==> config.mk <==
export PLATFORM = sky130hd
export DESIGN_NAME = seq_approx_div
export DESIGN_NICKNAME = d
export VERILOG_FILES = /design/src/rtl/div_pkg.sv /design/src/rtl/approx_div_row.sv /design/src/rtl/seq_approx_div.sv
export SDC_FILE = /design/constraint.sdc
export NUM_CORES = 1
export LEC_CHECK = 0
export CELL_PAD_IN_SITES_DETAIL_PLACEMENT = 1
export CELL_PAD_IN_SITES_GLOBAL_PLACEMENT = 1
export CORE_ASPECT_RATIO = 0.8
export CORE_UTILIZATION = 26
export DETAILED_ROUTE_END_ITERATION = 16
export GPL_ROUTABILITY_DRIVEN = 0
export PLACE_DENSITY = 0.51
export SLEW_MARGIN = 20
export SYNTH_ARGS = -nofsm -noshare
export SYNTH_HDL_FRONTEND = slang
export SYNTH_HIERARCHICAL = 1
export SYNTH_SLANG_ARGS = --single-unit
==> constraint.sdc <==
create_clock -name clk -period 7.6 [get_ports clk]
set_input_delay 1.14 -clock clk [delete_from_list [all_inputs] [get_ports clk]]
set_output_delay 1.14 -clock clk [all_outputs]
set_load 0.005 [all_outputs]
==> src/rtl/div_pkg.sv <==
// Shared types and bit-cell functions for the sequential approximate divider.
package div_pkg;

  localparam int DW_DEF = 16;
  localparam int VW_DEF = 8;
  localparam int CNT_W  = $clog2(DW_DEF - VW_DEF);

  typedef enum logic [1:0] {
    IDLE = 2'd0,
    BUSY = 2'd1,
    DONE = 2'd2
  } state_t;

  // Row counter width for an arbitrary quotient width (at least one bit).
  function automatic int cnt_w(input int qw);
    return (qw > 1) ? $clog2(qw) : 1;
  endfunction

  // Full-subtractor borrow for a - b - bin.
  function automatic logic exact_bout(input logic a, input logic b, input logic bin);
    return (~a & bin) | (~a & b) | (b & bin);
  endfunction

  // Difference bit when the row subtracts, otherwise the restored dividend bit.
  function automatic logic exact_rout(input logic qs, input logic a, input logic b, input logic bin);
    return qs ? (a ^ b ^ bin) : a;
  endfunction

  // Approximate borrow ignores the dividend bit entirely.
  function automatic logic approx_bout(input logic b, input logic bin);
    return b | bin;
  endfunction

  // Approximate remainder bit: pass a on subtract, ~b on restore.
  function automatic logic approx_rout(input logic qs, input logic a, input logic b);
    return qs ? a : ~b;
  endfunction

endpackage

==> src/rtl/approx_div_row.sv <==
// One combinational restoring-division row; the lowest n_approx cells use
// the approximate subtractor, the rest are exact.
module approx_div_row
  import div_pkg::*;
#(
  parameter int VW = 8,
  parameter int NW = $clog2(VW + 1)
) (
  input  logic [VW:0]   x,
  input  logic [VW-1:0] divisor,
  input  logic [NW-1:0] n_approx,
  output logic          qs,
  output logic [VW-1:0] rout
);

  logic [VW:0]   borrow;
  logic [VW-1:0] apx;

  // Ripple the borrow from LSB to MSB, picking the cell type per bit.
  always_comb begin
    borrow = '0;
    apx    = '0;
    for (int i = 0; i < VW; i++) begin
      apx[i]        = (NW'(i) < n_approx);
      borrow[i + 1] = apx[i] ? approx_bout(divisor[i], borrow[i])
                             : exact_bout(x[i], divisor[i], borrow[i]);
    end
  end

  // Extra top bit of x means the partial remainder already exceeds any divisor.
  assign qs = ~borrow[VW] | x[VW];

  // Select subtract-or-restore per cell once the quotient bit is known.
  always_comb begin
    rout = '0;
    for (int i = 0; i < VW; i++) begin
      rout[i] = apx[i] ? approx_rout(qs, x[i], divisor[i])
                       : exact_rout(qs, x[i], divisor[i], borrow[i]);
    end
  end

endmodule

==> src/rtl/seq_approx_div.sv <==
// Iterative restoring divider: one quotient bit per clock, MSB first,
// with valid/ready on both sides and divide-by-zero / overflow flags.
module seq_approx_div
  import div_pkg::*;
#(
  parameter  int DW          = DW_DEF,
  parameter  int VW          = VW_DEF,
  parameter  int APPROX_BITS = 2,
  localparam int QW          = DW - VW
) (
  input  logic          clk,
  input  logic          rst_n,
  input  logic          in_valid,
  output logic          in_ready,
  input  logic [DW-1:0] dividend,
  input  logic [VW-1:0] divisor,
  input  logic          approx_en,
  output logic          out_valid,
  input  logic          out_ready,
  output logic [QW-1:0] quotient,
  output logic [VW-1:0] remainder,
  output logic          dbz,
  output logic          ovf
);

  localparam int CW = (QW == DW_DEF - VW_DEF) ? CNT_W : cnt_w(QW);
  localparam int NW = $clog2(VW + 1);

  state_t        state;
  logic [CW-1:0] cnt;
  logic [VW-1:0] r_q;
  logic [VW-1:0] div_q;
  logic [QW-1:0] d_q;
  logic [QW-1:0] q_q;
  logic          apx_q;
  logic          dz_q;
  logic          ovf_q;

  logic [VW:0]   x_w;
  logic [NW-1:0] n_apx;
  logic          qs_w;
  logic [VW-1:0] rout_w;
  logic [QW-1:0] q_next;

  assign in_ready = (state == IDLE) | ((state == DONE) & out_ready);
  assign x_w      = {r_q, d_q[cnt]};
  assign q_next   = QW'({q_q, qs_w});

  // Row j approximates its lowest APPROX_BITS-j cells; none when exact mode.
  always_comb begin
    n_apx = '0;
    if (apx_q && (APPROX_BITS > int'(cnt)))
      n_apx = NW'(APPROX_BITS - int'(cnt));
  end

  approx_div_row #(.VW(VW), .NW(NW)) u_row (
    .x        (x_w),
    .divisor  (div_q),
    .n_approx (n_apx),
    .qs       (qs_w),
    .rout     (rout_w)
  );

  // Control FSM, iteration counter, operand and result registers.
  always_ff @(posedge clk or negedge rst_n) begin
    if (!rst_n) begin
      state     <= IDLE;
      cnt       <= '0;
      r_q       <= '0;
      div_q     <= '0;
      d_q       <= '0;
      q_q       <= '0;
      apx_q     <= 1'b0;
      dz_q      <= 1'b0;
      ovf_q     <= 1'b0;
      out_valid <= 1'b0;
      quotient  <= '0;
      remainder <= '0;
      dbz       <= 1'b0;
      ovf       <= 1'b0;
    end else begin
      case (state)
        BUSY: begin
          if (dz_q) begin
            // Zero divisor: r_q was loaded with the dividend's low bits.
            quotient  <= '1;
            remainder <= r_q;
            dbz       <= 1'b1;
            ovf       <= ovf_q;
            out_valid <= 1'b1;
            state     <= DONE;
          end else begin
            r_q <= rout_w;
            q_q <= q_next;
            if (cnt == '0) begin
              quotient  <= q_next;
              remainder <= rout_w;
              dbz       <= 1'b0;
              ovf       <= ovf_q;
              out_valid <= 1'b1;
              state     <= DONE;
            end else begin
              cnt <= cnt - 1'b1;
            end
          end
        end
        IDLE, DONE: begin
          if ((state == DONE) && out_ready) begin
            out_valid <= 1'b0;
            state     <= IDLE;
          end
          // A retire and a new accept may land on the same edge.
          if (in_valid && in_ready) begin
            state <= BUSY;
            apx_q <= approx_en;
            div_q <= divisor;
            ovf_q <= (dividend[DW-1:QW] >= divisor);
            dz_q  <= (divisor == '0);
            d_q   <= dividend[QW-1:0];
            q_q   <= '0;
            if (divisor == '0) begin
              r_q <= dividend[VW-1:0];
              cnt <= '0;
            end else begin
              r_q <= dividend[DW-1:QW];
              cnt <= CW'(QW - 1);
            end
          end
        end
        default: state <= IDLE;
      endcase
    end
  end

endmodule

-- Word-level counts from Yosys, hierarchy flattened
Index checks and enable logic that the tools add are counted.
- add/subtract/negate cells: 2
- magnitude comparators: 11
- eq/ne operators: 8
- mux-type cells: 64
- bitwise operators: 78
- reductions and logical operators: 15
- operator list (operator ; number):
    8-bit 2-to-1 mux ; 7
    1-bit 2-to-1 mux ; 40
    1-bit bitwise AND ; 23
    1-bit OR ; 23
    1-bit NOT ; 17
    3-bit by 4-bit less-than comparator with 1-bit output (first input constant) ; 4
    8-bit case mux with 2 select lines ; 1
    1-bit bitwise XOR ; 15
    7-bit 2-to-1 mux ; 2
    7-bit case mux with 2 select lines ; 1
    3-bit 2-to-1 mux ; 4
    8-bit >= comparator ; 1
    8-bit logical NOT ; 1
    1-bit by 4-bit less-than comparator with 1-bit output (first input constant) ; 2
    2-bit by 4-bit less-than comparator with 1-bit output (first input constant) ; 2
    2-bit 2-to-1 mux ; 4
    2-bit inequality test (second input constant) ; 4
    3-bit inequality test (second input constant) ; 2
    3-bit case mux with 2 select lines ; 1
    2-bit AND reduction ; 3
    3-bit AND reduction ; 2
    3-bit by 4-bit less-than comparator with 1-bit output (second input constant) ; 1
    4-bit 2-to-1 mux ; 1
    2-bit case mux with 2 select lines ; 1
    other kinds (13) ; 16
- flip-flop bits (word level): 58
- bits of input ports: 29

-- Logic depth before layout (Yosys ltp)
Gate-level depths: netlist of run 1.
- depth in word-level cells: 39
- mapped depth: 37
- gate-level depth less buffers: 35

-- By module
Netlist of run 1, hierarchy kept.
- by module, submodules not included (module ; instances ; cells an instance ; area each (µm²)):
    seq_approx_div ; 1 ; 299 ; 2832.7
    approx_div_row ; 1 ; 93 ; 704.4

-- Worst setup path after synthesis of run 1
No wires, ideal clock.
- path kind: register to register
- start point: register cnt[0]
- end point: register r_q[3]
- setup time: 0.130 ns
- arrival time: 6.858 ns
- data required time: 7.470 ns
- slack: 0.612 ns
- cell stages (with the launch flop): 37
- buffers on the path: 2
- cells stage by stage: dfrtp_1 -> inv_1 -> ha_1 -> nor2b_1 -> clkbuf_1 -> or3_1 -> o21ai_1 -> nand2_1 -> fa_1 -> nor2_1 -> a21oi_1 -> fa_1 -> inv_1 -> a21oi_1 -> fa_1 -> nor3_1 -> a21oi_4 -> fa_1 -> nand2_1 -> o21ai_1 -> fa_1 -> a21o_1 -> a221o_1 -> a221oi_1 -> inv_1 -> fa_1 -> nor2_1 -> a21oi_1 -> fa_1 -> nor2_1 -> nor2_1 -> nand2_4 -> buf_6 -> nor3b_1 -> a221o_1 -> o21ai_0 -> a22oi_1
- cells in the longest elaborated chain, start to end: 39
- ends and longest elaborated chain (what ; RTL line ; text):
    start: declaration ; seq_approx_div.sv:30 ; logic [CW-1:0] cnt;
    start signal: assignment ; seq_approx_div.sv:103 ; cnt <= cnt - 1'b1;
    start signal: assignment ; seq_approx_div.sv:126 ; cnt <= CW'(QW - 1);
    2-bit by 3-bit > comparator with 1-bit output ; seq_approx_div.sv:52 ; if (apx_q && (APPROX_BITS > int'(cnt)))
    1-bit logical AND ; seq_approx_div.sv:52 ;
    4-bit 2-to-1 mux (*) ; seq_approx_div.sv:52 ;
    net n_apx[1] ; seq_approx_div.sv:40 ; logic [NW-1:0] n_apx;
    1-bit by 4-bit less-than comparator with 1-bit output ; approx_div_row.sv:24 ; apx[i] = (NW'(i) < n_approx);
    1-bit 2-to-1 mux ; approx_div_row.sv:25 ; borrow[i + 1] = apx[i] ? approx_bout(divisor[i], borrow[i])
    1-bit bitwise AND ; div_pkg.sv:21 ; return (~a & bin) | (~a & b) | (b & bin);
    1-bit OR (2 in a row) ; div_pkg.sv:21 ;
    [... 24 more ...] ; n/a ;
    1-bit 2-to-1 mux ; approx_div_row.sv:25 ;
    1-bit NOT ; approx_div_row.sv:31 ; assign qs = ~borrow[VW] | x[VW];
    1-bit OR ; approx_div_row.sv:31 ;
    1-bit 2-to-1 mux, on equally long branches ; div_pkg.sv:26, div_pkg.sv:36 ;
    1-bit 2-to-1 mux (*) ; approx_div_row.sv:37 ; rout[i] = apx[i] ? approx_rout(qs, x[i], divisor[i])
    net rout_w[3] ; seq_approx_div.sv:42 ; logic [VW-1:0] rout_w;
    8-bit 2-to-1 mux (*) ; seq_approx_div.sv:84 ; if (dz_q) begin
    8-bit case mux with 2 select lines (*) ; seq_approx_div.sv:82 ; case (state)
    end signal: assignment ; seq_approx_div.sv:93 ; r_q <= rout_w;
    end signal: assignment ; seq_approx_div.sv:122 ; r_q <= dividend[VW-1:0];
    end signal: assignment ; seq_approx_div.sv:125 ; r_q <= dividend[DW-1:QW];
    end: declaration ; seq_approx_div.sv:31 ; logic [VW-1:0] r_q;
The timed path passes the listed nets; every way through them passes the cells marked *. The select of a mux whose other input is x is not followed.
A chain may end at the register's enable or synchronous reset.

-- Final worst setup path of run 1
- start point: register cnt[1]
- end point: register r_q[6]
- cells in the longest elaborated chain, start to end: 39
- ends and longest elaborated chain (what ; RTL line ; text):
    2-bit by 3-bit > comparator with 1-bit output ; seq_approx_div.sv:52 ;
    1-bit logical AND ; seq_approx_div.sv:52 ;
    4-bit 2-to-1 mux (*) ; seq_approx_div.sv:52 ;
    net n_apx[1] ; seq_approx_div.sv:40 ;
    1-bit by 4-bit less-than comparator with 1-bit output ; approx_div_row.sv:24 ;
    1-bit 2-to-1 mux ; approx_div_row.sv:25 ;
    1-bit bitwise AND ; div_pkg.sv:21 ;
    1-bit OR (2 in a row) ; div_pkg.sv:21 ;
    [... 25 more ...] ; n/a ;
    1-bit NOT (*) ; approx_div_row.sv:31 ;
    1-bit OR (*) ; approx_div_row.sv:31 ;
    net qs_w ; seq_approx_div.sv:41 ; logic qs_w;
    1-bit 2-to-1 mux, on equally long branches ; div_pkg.sv:26, div_pkg.sv:36 ;
    1-bit 2-to-1 mux (*) ; approx_div_row.sv:37 ;
    net rout_w[6] ; seq_approx_div.sv:42 ;
    8-bit 2-to-1 mux (*) ; seq_approx_div.sv:84 ;
    8-bit case mux with 2 select lines (*) ; seq_approx_div.sv:82 ;
Marked as above.

==> impl_metrics.csv, run 1 <==
group,metric,value,unit
floorplan,rows,37,
synth,post_synth.cell_area_avg,9.02,um^2
clock_network,cts_buffers,9,
finish,ff_latch_area,1450,um^2
min_path,hold_path_class,"flop to flop",
power_and_ir_drop,vdd_ir_drop_max,0.123,mV
worst_setup_path,cpLargestDelayFamily,"adder cells",
synth,synth_ff_type,"dfrtp_1",
clock_network,cts.hold.buffers_added,0,
min_path,timing.hold.worst_path_depth,2,
synth,synth_area_leader_cell,"dfrtp_1",
detailed_routing,drt_iter0_drc,130,
worst_setup_path,register_to_register_setup_slack,0.39,ns
detailed_routing,routed_wl,11000,um
floorplan,design.core.area,13100,um^2
clock_network,cts.sink_count,58,
synth,yosysWarningCount,6,
clock_network,insertion_delay,0.34,ns
global_routing,global_route.usage.total,16.6,%
timing,final.period_utilization,94.8,%
global_routing,grt_pass1_wl,17500,um
clock_network,h-tree-depth,3,
run_status,run_status,"completed",
clock_network,tritoncts_clock_tree,"yes",
worst_setup_path,path_common_cell,"fa_1",
timing,fin_hold_ws,0.473,ns
global_routing,overflow,0,
power_and_ir_drop,cellLeakagePower,2.15,nW
finish,syn2layout_area_growth,29.8,%
synth,post_synth_instance_area,3540,um^2
worst_setup_path,critPathKind,"flop to flop",
finish,final_core_util,35.2,%
detailed_routing,remaining_drc_errors,0,
timing,clock_skew,0.00905,ns
worst_setup_path,data_required_time_at_the_worst_endpoint,7.76,ns
worst_setup_path,r2r_cells,35,
global_routing,grt_util_met1,23.8,%
timing,setup_total_negative_slack,0,ns
timing,worst_slew_margin_rel,31.7,%
worst_setup_path,kind_of_start_point_of_the_critical_path,"flop",
synth,post_synth_inst_count,392,
synth,synth_seq_cells,58,
timing,maxClockFrequency,139,MHz
synth,synth_top_cell_area_share,41.0,%
synth,synth.yosys.seq_area_share,41.0,%
worst_setup_path,critical_path.endpoint_type,"flop",
synth,yosys-top-cells-area,"dfrtp_1 41%, nand2_1 11%, mux2i_1 4.8%",
detailed_routing,vias,3001,
finish,antenna_cells,0,
place,preCtsSetupSlack,0.0604,ns
worst_setup_path,critical_path_peak_fanout,8,
run,max_cap_violations,0,
global_routing,grt_max_degree,59,
timing,report.final.slew_viol_count,0,
timing,worst_slew_pin_slew,1.02,ns
floorplan,initial_core_util,27.1,%
synth,edff_count_synth,0,
timing,timing_hold_violations_final,0,
global_routing,antenna_violations_before_repair,0,
detailed_routing,antenna_violating_nets_post_route,0,
worst_setup_path,cp.arrival,7.36,ns
clock_network,clock_path_buffers,2,
power_and_ir_drop,totalPowerFinal,0.00201,W
place,numPortBuffers,48,
floorplan,die_height,106,um
global_routing,first_global_vias,3167,
worst_setup_path,cpPeakStageDelay,0.43,ns
detailed_routing,avgViaCountPerCell,4.76,
global_routing,busiest_layer,"met2",
global_routing,global_route.usage.met3,3.62,%
detailed_routing,detail_route.first_pass.iterations,4,
worst_setup_path,crit_cells,35,
power_and_ir_drop,ratio_of_total_power_to_cell_area,439,nW/um^2
clock_network,clock_slew_at_reported_path_ffs,0.05,ns
finish,multiInputGateArea,1930,um^2
worst_setup_path,cp.buffers_inverters,4,
floorplan,die-width,132,um
finish,layout-drive-gt1-share,12.5,%
timing,min_period,7.21,ns
floorplan,floorplan.die_area,14100,um^2
worst_setup_path,worst_path_max_delay_cell,"or3_1",
place,hpwl_after_detailed_placement,7980,um
timing,total_setup_violations_reported_at_the_end_of_the_flow,0,
floorplan,io_pins,49,
timing,final_worst_slack,0.395,ns
synth,netlist-cell-type-count,57,
finish,fillers,1541,
clock_network,cts.root.buffer_cell,"clkbuf_16",
synth,async_flop_share,100,%
finish,nNetsFinal,499,
detailed_routing,routedWlPerCell,17.4,um
global_routing,gr-usage-met2,24.5,%
## sequential cells by signal, summed over array words and instances, names as in the netlist, 2 cells and up
| name | flops |
|---|---|
| d_q | 8 |
| div_q | 8 |
| quotient | 8 |
| r_q | 8 |
| remainder | 8 |
| q_q | 7 |
| cnt | 3 |
| state | 2 |
## cells in the final DEF (no fill, tap or decap), types with 4 or more instances in the layout
cell type	instances
clkbuf_16	9
fa_1	5
and2_1	4
a22oi_1	8
nor3b_1	4
buf_4	15
nor2_1	19
xnor2_1	4
dfrtp_1	57
o21ai_0	29
nor4_1	4
clkdlybuf4s50_1	47
a21oi_1	12
ha_1	12
nand3_1	18
inv_1	22
nand2_1	102
mux2i_1	17
## layer usage
metal | vias up | share of wire (%)
li1 | 1460 | -
met1 | 1455 | 51
met2 | 71 | 43
met3 | 15 | 4.2
met4 | 0 | 1.5
met5 | - | 0
## power by group
part | switching (W) | internal, W | total, W
sequential | 0.000144 | 0.000456 | 0.000600
combinational | 0.000516 | 0.000477 | 0.000994
clock | 0.000151 | 0.000270 | 0.000421
total | 0.000811 | 0.00120 | 0.00201
## repair_timing
| item | CTS | global route |
|---|---|---|
| setup endpoints to repair | 0 | 16 |
| setup buffers | 0 | 5 |
| gates resized for setup | 0 | 8 |
## cell type report
| cell class | count | share of cell area (%) |
|---|---|---|
| repair buffers | 64 | 13.1 |
| flip-flops and latches | 58 | 31.6 |
| well taps | 175 | 4.77 |
| clock buffers | 11 | 5.50 |
| multi-input cells | 296 | 42.1 |
| clock inverters | 5 | 1.14 |
| inverters | 22 | 1.80 |
## per-stage QoR
| stage | instance area (um^2) | cells |
|---|---|---|
| after floorplan | 3540 | 394 |
| after global placement | 4210 | 609 |
| after detailed placement | 4210 | 609 |
| after CTS | 4520 | 625 |
| after global routing | 4590 | 631 |
| final | 4590 | 631 |
## cell usage after synthesis (4+ instances only)
cell,count
nor2_1,19
nor3b_1,4
buf_2,7
clkbuf_1,6
ha_1,12
fa_1,7
nand2_1,102
a21oi_1,12
inv_1,22
nor4_1,4
nand3_1,18
mux2i_1,17
and2_1,4
dfrtp_1,58
xnor2_1,4
o21ai_0,30
a22oi_1,8
## tightest hold or removal path: stages (launching register included)
cell and delay (ns):
dfrtp_1 0.34, nand2_1 0.05, nand2_1 0.05
## kinds of logic (layout without fill, tap and decap cells)
kind of cell	count (synthesis)	count (layout)	synth area share [%]
muxes	21	21	6.72
adders and majority gates	19	19	8.21
xor gates and xnor gates	6	6	1.49
other	1	3	0.106
DFF	58	58	41.0
AOI/OAI and AO/OA	75	75	14.6
and+or+nand+nor	171	172	22.4
buffers and inverters	41	102	5.45
## path summary, 6_finish.rpt
kind                         from           end
min reg2reg                q_q[6]        q_q[6]
max reg2reg                cnt[1]        r_q[6]
max in group asynchronous   rst_n        cnt[0]
min                        q_q[6]        q_q[6]
min in group asynchronous   rst_n  remainder[2]
max                        cnt[1]        r_q[6]
(Power assumes the default switching activity.)
==> run 2: changes to the inputs <==
PLACE_DENSITY = 0.5   (was 0.51)
SLEW_MARGIN = unset   (was 20)
==> impl_metrics.csv, run 2 (synthesized netlist as in run 1, its figures left out) <==
group,metric,value,unit
run_status,run_status,"completed",
finish,final_core_util,34.9,%
power_and_ir_drop,p_int,0.00116,W
worst_setup_path,cp.arrival,7.36,ns
timing,timing_hold_violations_final,0,
clock_network,cts.hold.buffers_added,0,
detailed_routing,routedWlPerCell,17.0,um
power_and_ir_drop,comb_power_share,51.1,%
global_routing,global_route.usage.total,16.4,%
worst_setup_path,critical_path_peak_fanout,6,
power_and_ir_drop,ratio_of_total_power_to_cell_area,429,nW/um^2
finish,antenna_cells,0,
power_and_ir_drop,sequential_power_share,30.6,%
power_and_ir_drop,share_clk_of_total_power,18.3,%
global_routing,antenna_violations_before_repair,0,
floorplan,die-width,132,um
clock_network,h-tree-depth,3,
clock_network,clock_path_buffers,2,
global_routing,grt_max_degree,59,
worst_setup_path,cpLargestDelayFamily,"adder cells",
clock_network,cts_buffers,9,
finish,nNetsFinal,502,
floorplan,io_pins,49,
worst_setup_path,critPathKind,"flop to flop",
timing,min_period,7.12,ns
floorplan,design.core.area,13100,um^2
detailed_routing,vias,2989,
timing,report.final.slew_viol_count,0,
worst_setup_path,data_required_time_at_the_worst_endpoint,7.84,ns
worst_setup_path,cp.buffers_inverters,4,
floorplan,die_height,106,um
worst_setup_path,critical_path.endpoint_type,"flop",
global_routing,first_global_vias,3028,
power_and_ir_drop,power_switching_share,40.9,%
finish,most-common-layout-cells,"102 x nand2_1, 57 x dfrtp_1, 47 x clkdlybuf4s50_1",
finish,layout.cells.most_common,"nand2_1",
detailed_routing,remaining_drc_errors,0,
clock_network,clock_slew_at_reported_path_ffs,0.05,ns
timing,setup_total_negative_slack,0,ns
min_path,hold_path_class,"flop to flop",
detailed_routing,routed_wl,10700,um
run,max_cap_violations,0,
timing,total_setup_violations_reported_at_the_end_of_the_flow,0,
detailed_routing,avgViaCountPerCell,4.72,
power_and_ir_drop,power.net_switching,0.000800,W
timing,clock_skew,0.00901,ns
timing,worst_slew_margin_rel,31.6,%
floorplan,floorplan.die_area,14100,um^2
clock_network,cts.sink_count,58,
detailed_routing,drt_iter0_drc,84,
worst_setup_path,path_common_cell,"fa_1",
worst_setup_path,kind_of_start_point_of_the_critical_path,"flop",
worst_setup_path,cpPeakStageDelay,0.41,ns
power_and_ir_drop,cellLeakagePower,2.14,nW
worst_setup_path,worst_path_max_delay_cell,"or3_4",
power_and_ir_drop,vdd_ir_drop_max,0.128,mV
floorplan,rows,37,
global_routing,overflow,0,
clock_network,cts.root.buffer_cell,"clkbuf_16",
timing,final.period_utilization,93.7,%
timing,worst_slew_pin_slew,1.01,ns
place,hpwl_after_detailed_placement,8020,um
detailed_routing,detail_route.first_pass.iterations,4,
clock_network,tritoncts_clock_tree,"yes",
timing,maxClockFrequency,140,MHz
finish,fillers,1510,
place,numPortBuffers,48,
floorplan,initial_core_util,27.1,%
clock_network,insertion_delay,0.33,ns
global_routing,grt_pass1_wl,17300,um
finish,syn2layout_area_growth,29.0,%
finish,layout-drive-gt1-share,12.7,%
detailed_routing,antenna_violating_nets_post_route,0,
-- run 2: layout make-up --
class / instances / area [um^2] / area share (%)
multi-input cells: 296 / 1930 / 42.3
flip-flops and latches: 58 / 1450 / 31.8
repair buffers: 67 / 618 / 13.5
clock buffers: 9 / 225 / 4.94
well taps: 175 / 219 / 4.80
inverters: 22 / 82.6 / 1.81
clock inverters: 6 / 35.0 / 0.768
-- run 2: worst paths after layout --
path	from	end	slack (ns)	depth (start not counted)
min in group asynchronous	rst_n	remainder[1]	0.97	2
worst min register to register	q_q[6]	q_q[6]	0.47	2
worst min-delay path	q_q[6]	q_q[6]	0.47	2
max in group asynchronous	rst_n	cnt[0]	6.08	2
worst max-delay path	cnt[1]	r_q[2]	0.48	35
worst max register to register	cnt[1]	r_q[2]	0.48	35
-- run 2: repair_timing --
item	CTS	global route
setup buffers	0	4
endpoints found under the hold margin	0	0
endpoints found under the setup margin	0	17
gates resized for setup	0	8
-- run 2: metrics by stage --
stage                     area [um^2]  cells  total power [W]  hold WS [ns]  setup WS (ns)
final                            4560    633          0.00196         0.468          0.479
after CTS                        4500    628          0.00195         0.475          0.110
after detailed placement         4240    613          0.00158         0.462          0.136
after global routing             4560    633          0.00213         0.500       -0.00699
after global placement           4240    613          0.00156         0.459          0.310
after floorplan                  3540    394          0.00120         0.438          0.612
-- run 2: worst reg2reg max path: cells and delay by family, from the launching register on --
kind | cells | cell delay (ns)
AND/OR/NAND/NOR | 10 | 1.44
flip-flops | 1 | 0.38
AO/OA/AOI/OAI | 12 | 1.82
buffers and inverters | 4 | 0.42
adder cells (fa/ha/maj) | 8 | 2.90
XOR/XNOR | 1 | 0.09
-- run 2: power groups by stage --
stage / clock [W] / combinational (W) / sequential, W
2_1_floorplan: 0 / 0.000641 / 0.000558
3_3_place_gp: 0 / 0.000954 / 0.000604
3_5_place_dp: 0 / 0.000969 / 0.000610
4_1_cts: 0.000374 / 0.000974 / 0.000606
5_1_grt: 0.000384 / 0.00112 / 0.000625
6_report: 0.000358 / 0.00100 / 0.000599
-- run 2: layer usage --
metal | track usage, % | wire (um) | part of all wire, %
met3 | 3.53 | 409 | 3.8
met4 | 4.68 | 119 | 1.1
met1 | 24.8 | 5850 | 54
met2 | 23.1 | 4370 | 41
met5 | 0 | 0 | 0
